## src/rtl/param_half_adder_pkg.sv

```systemverilog
// Shared constants and helpers for the registered half-adder bank.
// Cell selection codes and a popcount used to total per-lane errors.
package param_half_adder_pkg;

    localparam int HA_EXACT  = 0;
    localparam int HA_APPROX = 1;

    // Widest lane vector popcount accepts; narrower vectors are zero-extended.
    localparam int POP_MAX_W = 256;

    function automatic int unsigned popcount(input logic [POP_MAX_W-1:0] v);
        int unsigned n;
        n = 0;
        for (int i = 0; i < POP_MAX_W; i++) begin
            n = n + 32'(v[i]);
        end
        return n;
    endfunction

endpackage

```

## src/rtl/param_half_adder_ha_cell.sv

```systemverilog
// One half-adder lane: exact (a^b) or approximate (a|b) sum, exact carry, and error flag.
// Latency: purely combinational.
// Backpressure: none.
module ha_cell
    import param_half_adder_pkg::*;
#(
    parameter int APPROX = HA_EXACT
) (
    input  logic i_a,
    input  logic i_b,
    output logic o_sum,
    output logic o_carry,
    output logic o_err
);

    logic w_exact_sum;
    logic w_cell_sum;

    assign w_exact_sum = i_a ^ i_b;

    // Any non-zero mode selects the OR cell, which only differs at a=b=1.
    generate
        if (APPROX == HA_EXACT) begin : g_exact
            assign w_cell_sum = w_exact_sum;
        end else begin : g_approx
            assign w_cell_sum = i_a | i_b;
        end
    endgenerate

    assign o_sum   = w_cell_sum;
    assign o_carry = i_a & i_b;
    assign o_err   = w_cell_sum ^ w_exact_sum;

endmodule

```

## src/rtl/param_half_adder.sv

```systemverilog
// Registered bank of WIDTH half adders with per-lane error flags and a saturating error count.
// Latency: 1 cycle from in_valid to out_valid; no backpressure, one vector accepted per cycle.
module param_half_adder
    import param_half_adder_pkg::*;
#(
    parameter int APPROX = 0,
    parameter int WIDTH  = 1,
    parameter int CNT_W  = 16
) (
    input  logic             clk,
    input  logic             rst_n,
    input  logic             in_valid,
    input  logic [WIDTH-1:0] a,
    input  logic [WIDTH-1:0] b,
    output logic             out_valid,
    output logic [WIDTH-1:0] sum,
    output logic [WIDTH-1:0] carry,
    output logic [WIDTH-1:0] err_lane,
    output logic [CNT_W-1:0] err_cnt,
    input  logic             cnt_clr
);

    localparam int CELL_MODE = (APPROX == HA_EXACT) ? HA_EXACT : HA_APPROX;
    localparam int POP_W     = $clog2(WIDTH + 1);
    localparam int SUM_W     = ((CNT_W > POP_W) ? CNT_W : POP_W) + 1;
    localparam logic [SUM_W-1:0] CNT_MAX = (SUM_W'(1) << CNT_W) - SUM_W'(1);

    logic [WIDTH-1:0] w_sum;
    logic [WIDTH-1:0] w_carry;
    logic [WIDTH-1:0] w_err;
    logic [POP_W-1:0] w_pop;
    logic [SUM_W-1:0] w_cnt_sum;
    logic [CNT_W-1:0] w_cnt_next;

    logic             r_out_valid;
    logic [WIDTH-1:0] r_sum;
    logic [WIDTH-1:0] r_carry;
    logic [WIDTH-1:0] r_err_lane;
    logic [CNT_W-1:0] r_err_cnt;

    generate
        for (genvar gi = 0; gi < WIDTH; gi++) begin : g_lane
            ha_cell #(
                .APPROX (CELL_MODE)
            ) u_cell (
                .i_a     (a[gi]),
                .i_b     (b[gi]),
                .o_sum   (w_sum[gi]),
                .o_carry (w_carry[gi]),
                .o_err   (w_err[gi])
            );
        end
    endgenerate

    // Sum is one bit wider than either operand so the saturation compare never overflows.
    assign w_pop      = POP_W'(popcount(POP_MAX_W'(w_err)));
    assign w_cnt_sum  = SUM_W'(r_err_cnt) + SUM_W'(w_pop);
    assign w_cnt_next = (w_cnt_sum > CNT_MAX) ? {CNT_W{1'b1}} : w_cnt_sum[CNT_W-1:0];

    always_ff @(posedge clk or negedge rst_n) begin
        if (!rst_n) begin
            r_out_valid <= 1'b0;
            r_sum       <= '0;
            r_carry     <= '0;
            r_err_lane  <= '0;
        end else begin
            r_out_valid <= in_valid;
            if (in_valid) begin
                r_sum      <= w_sum;
                r_carry    <= w_carry;
                r_err_lane <= w_err;
            end
        end
    end

    // Clear wins over an accepted vector in the same cycle.
    always_ff @(posedge clk or negedge rst_n) begin
        if (!rst_n) begin
            r_err_cnt <= '0;
        end else if (cnt_clr) begin
            r_err_cnt <= '0;
        end else if (in_valid) begin
            r_err_cnt <= w_cnt_next;
        end
    end

    assign out_valid = r_out_valid;
    assign sum       = r_sum;
    assign carry     = r_carry;
    assign err_lane  = r_err_lane;
    assign err_cnt   = r_err_cnt;

endmodule

```

## config.mk

```make
export PLATFORM = sky130hd
export DESIGN_NAME = param_half_adder
export DESIGN_NICKNAME = d
export VERILOG_FILES = /design/src/rtl/param_half_adder_pkg.sv /design/src/rtl/param_half_adder_ha_cell.sv /design/src/rtl/param_half_adder.sv
export SDC_FILE = /design/constraint.sdc
export NUM_CORES = 1
export LEC_CHECK = 0
export BUFFER_PORTS_ARGS = -buffer_cell sky130_fd_sc_hd__buf_2
export CORE_MARGIN = 4
export CORE_UTILIZATION = 35
export CTS_CLUSTER_DIAMETER = 30
export DETAILED_ROUTE_END_ITERATION = 10
export PLACE_DENSITY = 0.63
export SYNTH_ARGS = -nofsm -noshare
export SYNTH_HDL_FRONTEND = slang
export SYNTH_HIERARCHICAL = 1
export SYNTH_SLANG_ARGS = --single-unit
```

## constraint.sdc

```tcl
create_clock -name clk -period 1.3 [get_ports clk]
set_input_delay 0.065 -clock clk [delete_from_list [all_inputs] [get_ports clk]]
set_output_delay 0.065 -clock clk [all_outputs]
set_load 0.01 [all_outputs]
```

==> key figures <==
Yosys
  • Post-synth EDFFs: 0
  • Asr flop ratio synth: 1.00
  • Synth top area cells: dfrtp_1 (46%), nor2_1 (5.8%), ha_1 (3.4%)
  • Primary FF master, synth: dfrtp_1
  • Synth Instances: approximately 110
  • Synthesized cell area: around 1100 sq um
  • Syn nets: roughly 120
  • Synth top area share: 0.456
  • Synth top cells by count: dfrtp_1 (20), nor2_1 (17), a21oi_1 (7)
  • Synth unique cells: 34
  • Sequential fraction of the synthesis area: 0.456
  • Syn Area/Cell: 9.72 sq um
  • Post-synth top area cell: dfrtp_1
  • Most frequent cell after synthesis: dfrtp_1
  • Syn. warnings: 6
  • FF+latch count, synth: 20

Cells and area
  • Final Instance Area: ~1300 sq um
  • Area of the multi-input gates: between 500 and 600 sq um
  • Ant diodes: 0
  • Layout area overhead: 17.9%
  • Non-filler instance count after layout: 182
  • Share of post-route cells with drive strength above 1: 0.283
  • Final nets: 148
  • Total area of sequential cells: around 500 sq um
  • Fillcell total: a little under 300

STA
  • RSZ-0062 raised after global routing: false
  • Max Freq: about 0.95 GHz
  • Fin Hold WS: roughly 50 ps
  • Clock Skews: about 0.31 ps
  • Max-slew violations: 0
  • Slew at the pin closest to its max-slew limit: 597 ps
  • Max_slew headroom: 0.598
  • Fin Setup TNS: 0 ps
  • Fin crit share: 0.809
  • PnR worst setup slack: 248 ps
  • Final Hold Fails: 0
  • Endpoints failing setup: 0
  • Crit path time final: around 1100 ps

Global routing
  • GRT Total Usage: 0.133
  • Initial antenna violation count: 0
  • Maximum number of pins on one net before global-route repair: 21
  • Grt ovf: 0
  • Vias in the first global route: just under 1000
  • First-pass GRT wire length: ~4400 microns

Clocking
  • CTS Sinks: 20
  • CTS Hold Bufs: 1
  • Worst skew pair latency: 290 ps
  • Cts bufs inserted: 3
  • CTS tree: done
  • # Post-CTS Setup Buffers: 0
  • Worst-path clk slew: around 120 ps
  • Max Buffers Root-to-Sink: 2
  • Htree depth: 1
  • CTS Root Cell: clkbuf_4
  • Cts repair resizes: 0

Route
  • Pre-Repair DR Iteration Count: 4
  • # DRC: 0
  • First DRT Iteration DRCs: 26
  • Via density per instance: 5.46
  • Via count: approximately 990
  • Final ANT Viol Nets: 0
  • Final WL: between 2000 and 2500 microns
  • Drt wl/cell: 13.7 microns

Power
  • Power share of the combinational group: 0.096
  • Sw power: 0.000264 W
  • Clock power share: 0.323
  • Sw frac: 0.237
  • Max VDD drop: 242 uV
  • PwrDens: between 800 and 900 nW/um^2
  • P_int: 0.000850 W
  • Seq pwr share: 0.581
  • Leak: 0.609 nW

Placement
  • Placed cells: about 180
  • PortBufs: 25
  • Pre-CTS setup slack: ~320 ps
  • Final Wtd Congestion: around 0.88
  • Detail Placement HPWL: 1860 microns
  • Area after DPL: between 1000 and 1500 sq um

Floorplanning
  • Io pins: 26
  • Core area: 3030 sq um
  • Die width: between 60 and 70 microns
  • Row Count: 20
  • Die Height: between 60 and 70 microns
  • Die Area: slightly above 4000 sq um
  • Starting Density: 0.363

Critical path
  • Crit path kind: reg -> out
  • Worst Path Buf+Inv: 1
  • Arrival @ worst endpoint: just under 1000 ps
  • Required @ worst endpoint: roughly 1200 ps
  • CP Max Fanout: 8
  • Top Family by Delay on Critical Path: flip-flops
  • CP Launch Type: flop
  • Critical Path End Type: output pin
  • FF-to-FF setup slack: 310 ps
  • Crit-path cells: buf_2
  • CP max-delay cell: dfrtp_1
  • Slowest stage delay, CP: between 500 and 600 ps

Hold path
  • Worst Hold Class: in -> reg

Status
  • Status: complete, no violations

Run
  • Max Cap Viol: 0
-- worst paths after layout --
kind                       startpoint         end  cells after the start
max in group asynchronous       rst_n  err_cnt[6]                      2
hold / removal               in_valid   out_valid                      1
hold reg to reg              err_lane    err_lane                      1
setup / recovery           err_cnt[1]  err_cnt[1]                      1
min in group asynchronous       rst_n  err_cnt[3]                      2
setup reg to reg           err_cnt[2]  err_cnt[2]                      3
-- logic make-up after synthesis --
group,count (synthesis),share of synthesized area
AO/OA/AOI/OAI,29,0.197
XOR/XNOR,1,0.00797
adder cells (fa/ha/maj),3,0.0342
buffers and inverters,9,0.0410
flip-flops,20,0.456
multiplexers,3,0.0307
other,1,0.00341
AND/OR/NAND/NOR,47,0.230
-- sequential cells by signal, summed over array words and instances, names as in the netlist --
signal and count:
err_cnt 16, carry 1, err_lane 1, out_valid 1, sum 1
-- worst reg2reg max path, cell delays in order, from the launching register on --
cell and delay [ps]:
dfrtp_1 470, a21o_2 210, a21oi_1 130, nor3_1 60
-- layer usage --
metal	up-vias	share of wire	global-route usage
met5	-	0	0
li1	471	-	-
met2	36	0.49	0.219
met3	2	0.056	0.0123
met1	484	0.44	0.178
met4	0	0.012	0.0566
-- power groups by stage --
stage                     combinational [W]  sequential (W)  clock, W
final                              0.000107        0.000647  0.000360
after global routing               0.000120        0.000651  0.000395
after CTS                          0.000106        0.000647  0.000374
after detailed placement           0.000104        0.000660         0
after global placement             0.000101        0.000658         0
after floorplan                   0.0000525        0.000667         0
-- cells in the final DEF (no fill, tap or decap), types with 3 or more instances in the layout --
master    Yosys  routed
a211oi_1      3       3
a21oi_1       7       7
a311oi_1      3       3
a31oi_1       4       4
buf_2         0      25
clkbuf_4      0       3
dfrtp_1      20      20
ha_1          3       3
inv_1         4       4
mux2_2        3       3
nand2_1       5       5
nand3_1       5       5
nand4_1       5       5
nor2_1       17      17
nor3_1        3       3
nor4_1        4       4
o21ai_0       3       3
-- cell type report --
| class | instances | area share |
|---|---|---|
| Inverter | 4 | 0.0116 |
| Timing Repair Buffer | 26 | 0.104 |
| Multi-Input combinational cell | 84 | 0.427 |
| Clock buffer | 4 | 0.0280 |
| Sequential cell | 20 | 0.386 |
| Tap cell | 44 | 0.0425 |
-- metrics by stage --
stage	util	power [W]
after floorplan	-	0.000720
after global placement	0.412	0.000759
after detailed placement	0.412	0.000763
after CTS	0.428	0.00113
after global routing	0.428	0.00117
final	0.428	0.00111
No activity file was read; power rests on OpenSTA's default activity.
